## config.mk

```make
export PLATFORM = sky130hd
export DESIGN_NAME = seq_multiply_add
export DESIGN_NICKNAME = d
export VERILOG_FILES = /design/src/rtl/seq_multiply_add.sv
export SDC_FILE = /design/constraint.sdc
export NUM_CORES = 1
export LEC_CHECK = 0
export CAP_MARGIN = 20
export CORE_MARGIN = 4
export CORE_UTILIZATION = 53
export DETAILED_ROUTE_END_ITERATION = 10
export PLACE_DENSITY = 0.78
export SYNTH_ARGS = -nofsm -noshare
export SYNTH_HDL_FRONTEND = slang
export SYNTH_SLANG_ARGS = --single-unit
```

## constraint.sdc

```tcl
create_clock -name clk -period 3 [get_ports clk]
set_input_delay 0.3 -clock clk [delete_from_list [all_inputs] [get_ports clk]]
set_output_delay 0.3 -clock clk [all_outputs]
set_load 0.005 [all_outputs]
```

## src/rtl/seq_multiply_add.sv

```systemverilog
// Sequential shift-add multiplier: product = multiplicand * multiplier + addend.
// Optional macro SEQ_MULT_OVF_FLAG_EN adds an ovf output for results above WIDTH bits.
module seq_multiply_add #(
    parameter int WIDTH = 4
) (
    input  logic               clk,
    input  logic               rst,
    input  logic               start,
    input  logic [WIDTH-1:0]   multiplicand,
    input  logic [WIDTH-1:0]   multiplier,
    input  logic [WIDTH-1:0]   addend,
    output logic               busy,
    output logic               done,
    output logic [2*WIDTH-1:0] product
`ifdef SEQ_MULT_OVF_FLAG_EN
    ,
    output logic               ovf
`endif
);

    localparam int CW = $clog2(WIDTH) + 1;
    localparam int PW = 2 * WIDTH;

    typedef enum logic [1:0] {
        S_IDLE,
        S_RUN,
        S_DONE
    } state_t;

    state_t           r_state;
    logic [WIDTH-1:0] r_mcand;
    logic [WIDTH-1:0] r_mplier;
    logic [PW-1:0]    r_acc;
    logic [CW-1:0]    r_count;
    logic             r_busy;
    logic             r_done;
    logic [PW-1:0]    r_product;

    logic [PW-1:0]    w_mcand_ext;
    logic [PW-1:0]    w_term;
    logic [PW-1:0]    w_sum;
    logic             w_last;
    logic             w_accept;

    assign w_mcand_ext = {{WIDTH{1'b0}}, r_mcand};
    assign w_term      = r_mplier[0] ? (w_mcand_ext << r_count) : '0;
    assign w_sum       = r_acc + w_term;
    assign w_last      = (r_count == CW'(WIDTH - 1));
    // A new request is taken both from IDLE and from the DONE cycle
    assign w_accept    = start && (r_state != S_RUN);

`ifdef SEQ_MULT_OVF_FLAG_EN
    logic r_ovf;
    assign ovf = r_ovf;
`endif

    always_ff @(posedge clk or posedge rst) begin
        if (rst) begin
            r_state   <= S_IDLE;
            r_mcand   <= '0;
            r_mplier  <= '0;
            r_acc     <= '0;
            r_count   <= '0;
            r_busy    <= 1'b0;
            r_done    <= 1'b0;
            r_product <= '0;
`ifdef SEQ_MULT_OVF_FLAG_EN
            r_ovf     <= 1'b0;
`endif
        end else begin
            case (r_state)
                S_IDLE, S_DONE: begin
                    r_done <= 1'b0;
                    if (w_accept) begin
                        r_mcand  <= multiplicand;
                        r_mplier <= multiplier;
                        r_acc    <= {{WIDTH{1'b0}}, addend};
                        r_count  <= '0;
                        r_busy   <= 1'b1;
                        r_state  <= S_RUN;
                    end else begin
                        r_busy  <= 1'b0;
                        r_state <= S_IDLE;
                    end
                end
                S_RUN: begin
                    r_acc    <= w_sum;
                    r_mplier <= r_mplier >> 1;
                    r_count  <= r_count + CW'(1);
                    if (w_last) begin
                        r_product <= w_sum;
`ifdef SEQ_MULT_OVF_FLAG_EN
                        r_ovf     <= |w_sum[PW-1:WIDTH];
`endif
                        r_busy    <= 1'b0;
                        r_done    <= 1'b1;
                        r_state   <= S_DONE;
                    end
                end
                default: begin
                    r_busy  <= 1'b0;
                    r_done  <= 1'b0;
                    r_state <= S_IDLE;
                end
            endcase
        end
    end

    assign busy    = r_busy;
    assign done    = r_done;
    assign product = r_product;

endmodule

```

# Yosys cells after proc, flatten, opt, wreduce, memory -nomap -nowiden
# Cells that the tools add are included.
dict set report totals {
  ff_bits 31
  inputBits 15
  output_inout_bits 10
  word_cells 39
}
dict set report classes {
  n_addsub 2
  n_eq_ne 6
  shift 1
  n_mux 15
  reduce_logical 7
}
# cell count
set op_table {}
lappend op_table {{two-way mux 8 bit} 2}
lappend op_table {{one-hot mux 8 bit (2 select lines)} 1}
lappend op_table {{adder 8 bit} 1}
lappend op_table {{one-hot mux 4 bit (2 select lines)} 1}
lappend op_table {{<< shifter 4 x 3 -> 8 bit} 1}
lappend op_table {{one-hot mux 3 bit (2 select lines)} 1}
lappend op_table {{AND reduction 2 bit} 3}
lappend op_table {{two-way mux 1 bit} 5}
lappend op_table {{two-way mux 4 bit} 1}
lappend op_table {{inequality test 2 bit (second input constant)} 2}
lappend op_table {{one-hot mux 2 bit (2 select lines)} 1}
lappend op_table {{adder 3 x 1 -> 3 bit (second input constant)} 1}
lappend op_table {{== test 3 x 2 -> 1 bit (second input constant)} 1}
lappend op_table {{two-way mux 3 bit} 1}
lappend op_table {{== test 2 x 1 -> 1 bit (second input constant)} 1}
lappend op_table {{== test 2 bit (second input constant)} 1}
lappend op_table {{logical NOT 2 bit} 1}
lappend op_table {{two-way mux 2 bit} 1}
lappend op_table {{inequality test 2 x 1 -> 1 bit (second input constant)} 1}
lappend op_table {{one-hot mux 1 bit (2 select lines)} 1}
lappend op_table {{nonzero test 2 bit} 1}
lappend op_table {{OR reduction 2 bit} 1}
lappend op_table {{logical AND 1 bit} 1}

# Logic depth before layout (Yosys ltp)
# Gate-level depths: netlist (run 1).
dict set report depth {
  depth_word 4
  mapped_depth 12
  ltp_nobuf 11
}

# Worst setup path before layout (run 1)
# Ideal clock, no wire load.
dict set report synth_path {
  kind {reg-to-reg}
  start {reg r_count[1]}
  end {reg r_acc[6]}
  setup_ns 0.069
  arrival_time_ns 2.384
  required_ns 2.931
  slack_ns 0.547
  path_stages_with_launch 12
  n_path_buf 1
  synth_period_minus_slack_ns 2.453
  path_cell_list {dfrtp_1 clkbuf_1 mux2i_1 nor2_1 a31oi_1 nor2_1 ha_1 nor2b_1 o21ai_1 a21oi_1 or4_1 nand3_1}
}
dict set report synth_between {
  elab_chain_len 4
}
# element line
set synth_lines {}
lappend synth_lines {{start: declaration} 34} ;# logic [CW-1:0] r_count;
lappend synth_lines {{start signal: assignment} 89} ;# r_count <= r_count + CW'(1);
lappend synth_lines {{<< shifter 4 x 3 -> 8 bit} 46} ;# assign w_term = r_mplier[0] ? (w_mcand_ext << r_count) : '0;
lappend synth_lines {{two-way mux 8 bit} 46}
lappend synth_lines {{adder 8 bit} 47} ;# assign w_sum = r_acc + w_term;
lappend synth_lines {{one-hot mux 8 bit (2 select lines)} 71} ;# case (r_state)
lappend synth_lines {{end signal: assignment} 77} ;# r_acc <= {{WIDTH{1'b0}}, addend};
lappend synth_lines {{end signal: assignment} 87} ;# r_acc <= w_sum;
lappend synth_lines {{end: declaration} 33} ;# logic [PW-1:0] r_acc;
# No other way between the ends.
# A chain may end at the register's enable or synchronous reset.

# Worst setup path after layout (run 1)
dict set report layout_path {
  start {reg r_count[1]}
  end {reg r_acc[7]}
}
# The elaborated chain is that of the path after synthesis.

==> impl_metrics.py, run 1 <==
metrics = {
    "cells_and_area": {
        "diodes": 0,
        "fillers": 282,
        "area_growth_syn_to_layout_pct": 20.40,
        "multi_input_area_um2": 862.1,
        "layout-drive-gt1-share": 0.1040,
        "final_nets": 228,
        "regArea_um2": 750.7,
    },
    "clocking": {
        "clk-insertion-delay-late_ns": 0.33,
        "post_cts_resized": 0,
        "path_clk_slew_ns": 0.09,
        "cts_inserted_buffers": 5,
        "cts_num_sinks": 30,
        "cts_hold_buf": 0,
        "h-tree-depth": 2,
        "root_buffer": "clkbuf_4",
        "cts_tree": "done",
        "clock_path_buffers": 2,
        "cts_setup_buffers": 0,
    },
    "setup_path": {
        "crit_chain": "mux2_2 -> nand2_1 -> o21ai_0 -> o211a_1 -> ha_1 -> a21o_1 -> a31o_2 -> a21oi_1 -> xor2_1 -> o21ai_1",
        "worst_path_max_delay_cell": "dfrtp_1",
        "required_ns": 3.19,
        "reg2reg_from": "r_count[1]",
        "reg2reg_depth": 10,
        "cp-end-kind": "flip-flop",
        "cp.depth": 10,
        "r2r-end": "r_acc[7]",
        "critPathTopFamily": "compound AO/OA/AOI/OAI gates",
        "cp_max_fo": 13,
        "arrival_ns": 2.87,
        "max_stage_delay_ns": 0.60,
        "crit_type": "flip-flop to flip-flop",
        "crit_buf_inv": 0,
        "reg2reg_slack_ns": 0.32,
        "cp-start-kind": "flip-flop",
    },
    "drt": {
        "ant_nets": 0,
        "viasPerCell": 5.565,
        "met2_length_um": 1885,
        "top_layer": "met4",
        "first_pass_iters": 4,
        "drc_errors": 0,
        "wl_met1_um": 1518,
        "met3_length_um": 190,
        "num_vias": 1369,
        "drt_iter0_markers": 76,
        "routed_wl_um": 3679,
        "wire_per_inst_um": 14.96,
    },
    "place": {
        "place_ws_ns": 0.3619,
        "dp_hpwl_um": 2717,
        "port_buffers": 24,
        "place_congestion": 0.8986,
    },
    "synth": {
        "synth_area_leaders": "dfrtp_1, ha_1, nand2_1",
        "synth_edf_count": 0,
        "synthDistinctLibCells": 40,
        "synthArstFlopShare": 1.000,
        "yosysMostFrequentCell": "dfrtp_1",
        "yosysWarnings": 0,
        "synth_largest_area_cell": "dfrtp_1",
        "ys_top_cells_by_count": "dfrtp_1, nand2_1, o21ai_1",
        "yosys_register_bits": 30,
        "ys.flop_type": "dfrtp_1",
        "ys_seq_area_frac": 0.4468,
        "synth_area_um2": 1680,
        "avgSynthCellArea_um2": 9.548,
        "synth_top_area_frac": 0.4468,
        "synthCells": 176,
        "syn-num-nets": 201,
    },
    "power_and_ir_drop": {
        "total_power_mw": 2.167,
        "switching_share": 0.4189,
        "power_frac_comb": 0.533,
        "max-vdd-ir-drop_uv": 600.6,
        "pwr-share-clk": 0.107,
        "internal-power_mw": 1.259,
        "power_density_nw_per_um2": 1071,
        "seqPwrFrac": 0.360,
        "p_leak_nw": 0.9348,
        "p_switching_uw": 907.7,
    },
    "die": {
        "core_um2": 3053,
        "pin_count": 25,
        "fp-row-count": 20,
        "die_height_um": 64.31,
        "die-area_um2": 4135,
        "initial_core_util": 0.5504,
        "fp.dieW_um": 64.31,
    },
    "timing": {
        "grt_setup_unrepaired": "false",
        "max_slew_margin": 0.6457,
        "finalCritPeriodShare": 0.8928,
        "worst_hold_slack_ns": 0.3668,
        "layout_setup_ws_ns": 0.3215,
        "tns_ns": 0,
        "drv_slew": 0,
        "worst_pin_slew_ns": 0.5315,
        "finalSetupViolations": 0,
        "finalCriticalPeriod_ns": 2.678,
        "finalHoldViolations": 0,
        "maxClockFrequency_ghz": 0.3733,
        "fin_skew_ns": 0.008467,
    },
    "grt": {
        "grt_pass1_wl_um": 6499,
        "grt_usage": 0.2037,
        "grt_pass1_vias": 1448,
        "antenna_found_initial": 0,
        "grt_overflow": 0,
        "grt_max_degree": 31,
    },
    "status": {
        "status": "finished, final reports clean",
    },
    "flow_run": {
        "cap_violations": 0,
    },
    "hold_path": {
        "hold_path.class": "primary input to async pin",
    },
}
power groups by stage:
stage | Sequential [mW] | Combinational, mW | Clock, mW
6_report | 0.780 | 1.16 | 0.231
5_1_grt | 0.814 | 1.30 | 0.260
4_1_cts | 0.779 | 1.16 | 0.241
3_5_place_dp | 0.786 | 1.16 | 0
3_3_place_gp | 0.774 | 1.10 | 0
2_1_floorplan | 0.720 | 0.852 | 0
final cells by class:
type / instances / share of cell area
multi-input cells: 129 / 0.4261
repair buffers: 28 / 0.1336
clock buffers: 6 / 0.02536
inverters: 9 / 0.01670
flip-flops and latches: 30 / 0.3711
well taps: 44 / 0.02721
logic make-up (layout without fill, tap and decap cells):
family / count (synthesis) / in the layout / synth area share
compound gates: 40 / 40 / 0.1527
xor+xnor: 5 / 5 / 0.02607
buf+inv: 17 / 43 / 0.04020
flops: 30 / 30 / 0.4468
mux: 10 / 10 / 0.07222
fa+ha+maj: 10 / 10 / 0.07893
simple gates: 64 / 64 / 0.1832
worst min-delay path, delay by kind of cell:
kind	cells	cell delay, ns
buffers and inverters	3	0.81
stage by stage:
stage | cells | util | instance area [µm²]
after CTS | 246 | 0.6627 | 2023
final | 246 | 0.6627 | 2023
after global placement | 240 | 0.6459 | 1972
after detailed placement | 240 | 0.6459 | 1972
after global routing | 246 | 0.6627 | 2023
after floorplan | 176 | - | 1680
how the worst max path moves through the flow:
stage | from | to | slack, ns
after floorplan | r_count[1] | r_acc[6] | 0.55
after global placement | r_count[1] | r_acc[7] | 0.43
after detailed placement | r_count[1] | r_acc[7] | 0.36
after CTS | r_count[1] | r_acc[6] | 0.33
after global routing | r_count[1] | r_acc[6] | 0.05
final | r_count[1] | r_acc[7] | 0.32
sequential cells by signal, indices dropped and copies added, names as in the netlist:
name	cells
r_state	1
r_mplier	4
r_count	3
r_mcand	4
busy	1
r_acc	8
done	1
product	8
metal layers:
layer	global-route usage	vias to the layer above
li1	-	667
met1	0.2360	659
met2	0.3492	33
met3	0.05800	10
met4	0.08707	0
met5	0	-
cells in the final DEF (no fill, tap or decap), types with 2 or more instances in the layout:
master / netlist / routed
o21ai_0: 6 / 6
a221o_1: 2 / 2
clkdlybuf4s50_1: 0 / 24
inv_1: 8 / 8
a21oi_1: 4 / 4
nand2_1: 26 / 26
mux2_2: 6 / 6
a31oi_1: 3 / 3
xnor2_1: 2 / 2
nand3_1: 5 / 5
clkbuf_4: 0 / 5
xor2_1: 3 / 3
or4_1: 2 / 2
o21ai_1: 11 / 11
a22o_1: 2 / 2
ha_1: 9 / 9
dfrtp_1: 30 / 30
nor3_1: 4 / 4
a22oi_1: 5 / 5
mux2i_1: 2 / 2
nor2_1: 10 / 10
buf_4: 0 / 4
nand2b_1: 4 / 4
a21o_1: 3 / 3
nor2b_1: 6 / 6
No activity file was read; power rests on OpenSTA's default activity.
==> inputs of run 2 (changes only) <==
- RECOVER_POWER: not set -> 100
==> impl_metrics.py, run 2 (same netlist as run 1, synthesis figures left out) <==
metrics = {
    "setup_path": {
        "max_stage_delay_ns": 0.59,
        "r2r-end": "product[7]",
        "reg2reg_slack_ns": 0.33,
        "reg2reg_depth": 10,
        "cp_max_fo": 13,
        "arrival_ns": 2.86,
        "required_ns": 3.18,
        "worst_path_max_delay_cell": "dfrtp_1",
        "cp_common_cell": "o21ai_0",
        "crit_chain": "mux2_2 -> nand2_1 -> o21ai_0 -> o211a_1 -> ha_1 -> a21o_1 -> a31o_2 -> a21oi_1 -> xor2_1 -> o21ai_0",
        "critPathTopFamily": "compound AO/OA/AOI/OAI gates",
        "crit_buf_inv": 0,
        "cp-end-kind": "flip-flop",
        "crit_type": "flip-flop to flip-flop",
        "cp-start-kind": "flip-flop",
        "reg2reg_from": "r_count[1]",
    },
    "timing": {
        "max_slew_margin": -0.06830,
        "fin_skew_ns": 0.007815,
        "drv_slew": 31,
        "tns_ns": 0,
        "grt_setup_unrepaired": "false",
        "finalCritPeriodShare": 0.8905,
        "finalSetupViolations": 0,
        "finalCriticalPeriod_ns": 2.672,
        "finalHoldViolations": 0,
        "worst_pin_slew_ns": 1.602,
        "maxClockFrequency_ghz": 0.3743,
    },
    "die": {
        "die-area_um2": 4135,
        "fp-row-count": 20,
        "die_height_um": 64.31,
        "initial_core_util": 0.5504,
        "core_um2": 3053,
        "pin_count": 25,
        "fp.dieW_um": 64.31,
    },
    "grt": {
        "grt_max_degree": 31,
        "grt_overflow": 0,
        "grt_pass1_vias": 1448,
        "grt_pass1_wl_um": 6499,
        "antenna_found_initial": 0,
        "grt_usage": 0.2037,
    },
    "status": {
        "violations": "capacitance limit, slew limit",
        "status": "complete, but fails checks",
    },
    "place": {
        "placed_area_um2": 1972,
        "port_buffers": 24,
        "place_congestion": 0.8986,
        "dp.cells": 240,
        "dp_hpwl_um": 2717,
    },
    "cells_and_area": {
        "fillers": 285,
        "area_growth_syn_to_layout_pct": 19.36,
        "final_cell_mix": "dfrtp_1, nand2_1, o21ai_0",
        "layout-drive-gt1-share": 0.07921,
        "regArea_um2": 750.7,
        "post-route-util": 0.6570,
        "multi_input_area_um2": 859.6,
        "final_nets": 228,
        "final_area_um2": 2006,
        "fin_cells": 246,
        "final_common_cell": "dfrtp_1",
        "diodes": 0,
    },
    "drt": {
        "met3_length_um": 208,
        "wire_per_inst_um": 14.92,
        "met2_length_um": 1880,
        "drc_errors": 0,
        "ant_nets": 0,
        "viasPerCell": 5.541,
        "wl_met1_um": 1496,
        "drt_iter0_markers": 113,
        "top_layer": "met4",
        "num_vias": 1363,
        "routed_wl_um": 3670,
        "first_pass_iters": 4,
    },
    "power_and_ir_drop": {
        "total_power_mw": 2.106,
        "p_leak_nw": 0.9376,
        "power_density_nw_per_um2": 1050,
        "max-vdd-ir-drop_uv": 553.3,
    },
    "clocking": {
        "post_cts_resized": 0,
        "cts_hold_buf": 0,
        "root_buffer": "clkbuf_4",
        "clock_path_buffers": 2,
        "cts_setup_buffers": 0,
        "cts_num_sinks": 30,
        "clk-insertion-delay-late_ns": 0.33,
        "cts_tree": "done",
        "path_clk_slew_ns": 0.08,
        "h-tree-depth": 2,
        "cts_inserted_buffers": 5,
    },
    "hold_path": {
        "holdPathEnd": "product[7]",
        "hold_start": "product[7]",
        "holdPathStages": 2,
        "hold_path.class": "flip-flop to flip-flop",
    },
    "flow_run": {
        "cap_violations": 1,
    },
}
==> run 2: layout make-up <==
| type | instances | share of cell area |
|---|---|---|
| Timing Repair Buffer | 28 | 0.1273 |
| Tap cell | 44 | 0.02745 |
| Multi-Input combinational cell | 129 | 0.4286 |
| Clock buffer | 6 | 0.02558 |
| Sequential cell | 30 | 0.3743 |
| Inverter | 9 | 0.01684 |
==> run 2: worst register-to-register path, stage by stage (launching register included) <==
cell and delay, ns:
dfrtp_1 0.59, mux2_2 0.38, nand2_1 0.06, o21ai_0 0.08, o211a_1 0.22, ha_1 0.32
a21o_1 0.21, a31o_2 0.24, a21oi_1 0.15, xor2_1 0.20, o21ai_0 0.09
==> run 2: worst max path at each step <==
stage	from	to	depth (start not counted)
detailed placement	r_count[1]	r_acc[7]	10
global route	r_count[1]	r_acc[6]	10
CTS	r_count[1]	r_acc[6]	10
global placement	r_count[1]	r_acc[7]	10
finish	r_count[1]	product[7]	10
floorplan	r_count[1]	r_acc[6]	11
==> run 2: metrics by stage <==
step	setup slack (ns)	hold WS, ns
3_3_place_gp	0.4313	0.4647
2_1_floorplan	0.5469	0.3908
5_1_grt	0.04597	0.5190
6_report	0.3285	0.4837
3_5_place_dp	0.3619	0.4705
4_1_cts	0.3275	0.3720
==> run 2: metal layers <==
layer	GRT usage	up-vias
met5	0	-
li1	-	669
met4	0.08707	0
met2	0.3492	41
met3	0.05800	10
met1	0.2360	643
==> run 2: power breakdown <==
part	switching, mW	internal [mW]	total, mW
Sequential	0.182	0.594	0.777
Combinational	0.584	0.513	1.10
Clock	0.126	0.105	0.231
==> inputs of run 3 (changes only) <==
- CORE_UTILIZATION: 53 -> 55
- PLACE_DENSITY: 0.78 -> 0.81
- clock period: 3 -> 3.1 ns (I/O delays scaled with it)
==> impl_metrics.py, run 3 (same netlist as run 1, synthesis figures left out) <==
metrics = {
    "status": {
        "status": "complete, but fails checks",
        "violations": "capacitance limit, slew limit",
    },
    "cells_and_area": {
        "area_growth_syn_to_layout_pct": 18.69,
        "final_nets": 227,
        "diodes": 0,
        "final_cell_mix": "dfrtp_1, nand2_1, o21ai_0",
        "layout-drive-gt1-share": 0.08374,
        "final_common_cell": "dfrtp_1",
    },
    "setup_path": {
        "crit_type": "flip-flop to flip-flop",
        "critPathTopFamily": "simple AND/OR/NAND/NOR gates",
        "reg2reg_depth": 10,
        "reg2reg_slack_ns": 0.38,
        "crit_buf_inv": 0,
        "max_stage_delay_ns": 0.60,
        "cp-start-kind": "flip-flop",
        "cp-end-kind": "flip-flop",
        "cp_common_cell": "nor2_1",
        "worst_path_max_delay_cell": "dfrtp_1",
        "required_ns": 3.37,
        "crit_chain": "mux2i_1 -> nor2_1 -> a31oi_1 -> nor2_1 -> ha_1 -> nor2b_1 -> o21ai_0 -> a21oi_1 -> or4_1 -> nand3_1",
        "arrival_ns": 2.99,
        "cp_max_fo": 13,
        "cp.depth": 10,
    },
    "clocking": {
        "cts_tree": "done",
        "clock_path_buffers": 2,
        "h-tree-depth": 2,
        "cts_hold_buf": 0,
        "path_clk_slew_ns": 0.09,
        "root_buffer": "clkbuf_4",
        "cts_inserted_buffers": 5,
        "cts_setup_buffers": 0,
        "post_cts_resized": 0,
        "cts_num_sinks": 30,
        "clk-insertion-delay-late_ns": 0.34,
    },
    "hold_path": {
        "holdPathStages": 2,
        "hold_path.class": "flip-flop to flip-flop",
    },
    "drt": {
        "ant_nets": 0,
        "routed_wl_um": 3679,
        "drc_errors": 0,
        "num_vias": 1384,
        "drt_iter0_markers": 85,
        "wire_per_inst_um": 15.72,
        "viasPerCell": 5.915,
        "first_pass_iters": 6,
    },
    "grt": {
        "grt_pass1_wl_um": 6341,
        "antenna_found_initial": 0,
        "grt_overflow": 0,
        "grt_pass1_vias": 1389,
        "grt_usage": 0.2044,
        "grt_max_degree": 31,
    },
    "timing": {
        "tns_ns": 0,
        "finalCritPeriodShare": 0.8790,
        "finalCriticalPeriod_ns": 2.725,
        "max_slew_margin": -0.07612,
        "finalSetupViolations": 0,
        "worst_pin_slew_ns": 1.614,
        "finalHoldViolations": 0,
        "layout_setup_ws_ns": 0.3751,
        "grt_setup_unrepaired": "false",
        "maxClockFrequency_ghz": 0.3670,
        "fin_skew_ns": 0.007775,
        "drv_slew": 31,
    },
    "die": {
        "fp-row-count": 19,
        "die_height_um": 63.28,
        "core_um2": 2829,
        "die-area_um2": 4004,
        "initial_core_util": 0.5940,
        "fp.dieW_um": 63.28,
        "pin_count": 25,
    },
    "place": {
        "place_congestion": 0.9006,
        "dp_hpwl_um": 2657,
        "place_ws_ns": 0.4547,
        "port_buffers": 24,
    },
    "power_and_ir_drop": {
        "power_density_nw_per_um2": 1030,
        "max-vdd-ir-drop_uv": 789.1,
        "p_leak_nw": 0.9417,
        "total_power_mw": 2.054,
    },
    "flow_run": {
        "cap_violations": 1,
    },
}
run 3: worst paths after layout:
path	from	endpoint
max in group asynchronous	rst	r_count[0]
worst min-delay path	product[7]	product[7]
worst max-delay path	r_count[1]	r_acc[6]
min in group asynchronous	rst	product[0]
worst max register to register	r_count[1]	r_acc[6]
worst min register to register	product[7]	product[7]
run 3: power breakdown:
| group | total [mW] | leakage, nW | internal (mW) | switching, mW |
|---|---|---|---|---|
| Sequential | 0.758 | 0.373 | 0.575 | 0.183 |
| Combinational | 1.05 | 0.534 | 0.493 | 0.558 |
| Clock | 0.246 | 0.0353 | 0.110 | 0.136 |
| Total | 2.05 | 0.942 | 1.18 | 0.877 |
run 3: metrics by stage:
stage                     utilization  cell area (µm²)  cells  hold slack [ns]
after global placement         0.6886             1948    226           0.4641
after detailed placement       0.6886             1948    226           0.4674
final                          0.7050             1994    234           0.4785
after floorplan                     -             1680    176           0.4008
after global routing           0.7050             1994    234           0.5091
after CTS                      0.7099             2008    234           0.3526
run 3: worst reg2reg max path, cell delays in order (launching register included):
cell     delay (ns)
dfrtp_1        0.60
mux2i_1        0.28
nor2_1         0.06
a31oi_1        0.16
nor2_1         0.08
ha_1           0.33
nor2b_1        0.15
o21ai_0        0.22
a21oi_1        0.17
or4_1          0.50
nand3_1        0.10
run 3: area by class of cell:
| type | instances | area, µm² |
|---|---|---|
| multi-input combinational | 129 | 859.6 |
| clock buffer | 7 | 55.05 |
| timing repair buffer | 27 | 251.5 |
| tap | 31 | 38.79 |
| clock inverter | 1 | 5.005 |
| inverter | 9 | 33.78 |
| fill | 232 | 834.6 |
| sequential | 30 | 750.7 |
run 3: metal layers:
layer	share of wire	wire length (µm)	track usage	vias to the layer above
li1	-	-	-	670
met1	0.43	1579	0.2431	657
met2	0.49	1810	0.3491	48
met3	0.058	215	0.05684	9
met4	0.020	73	0.08086	0
met5	0	0	0	-
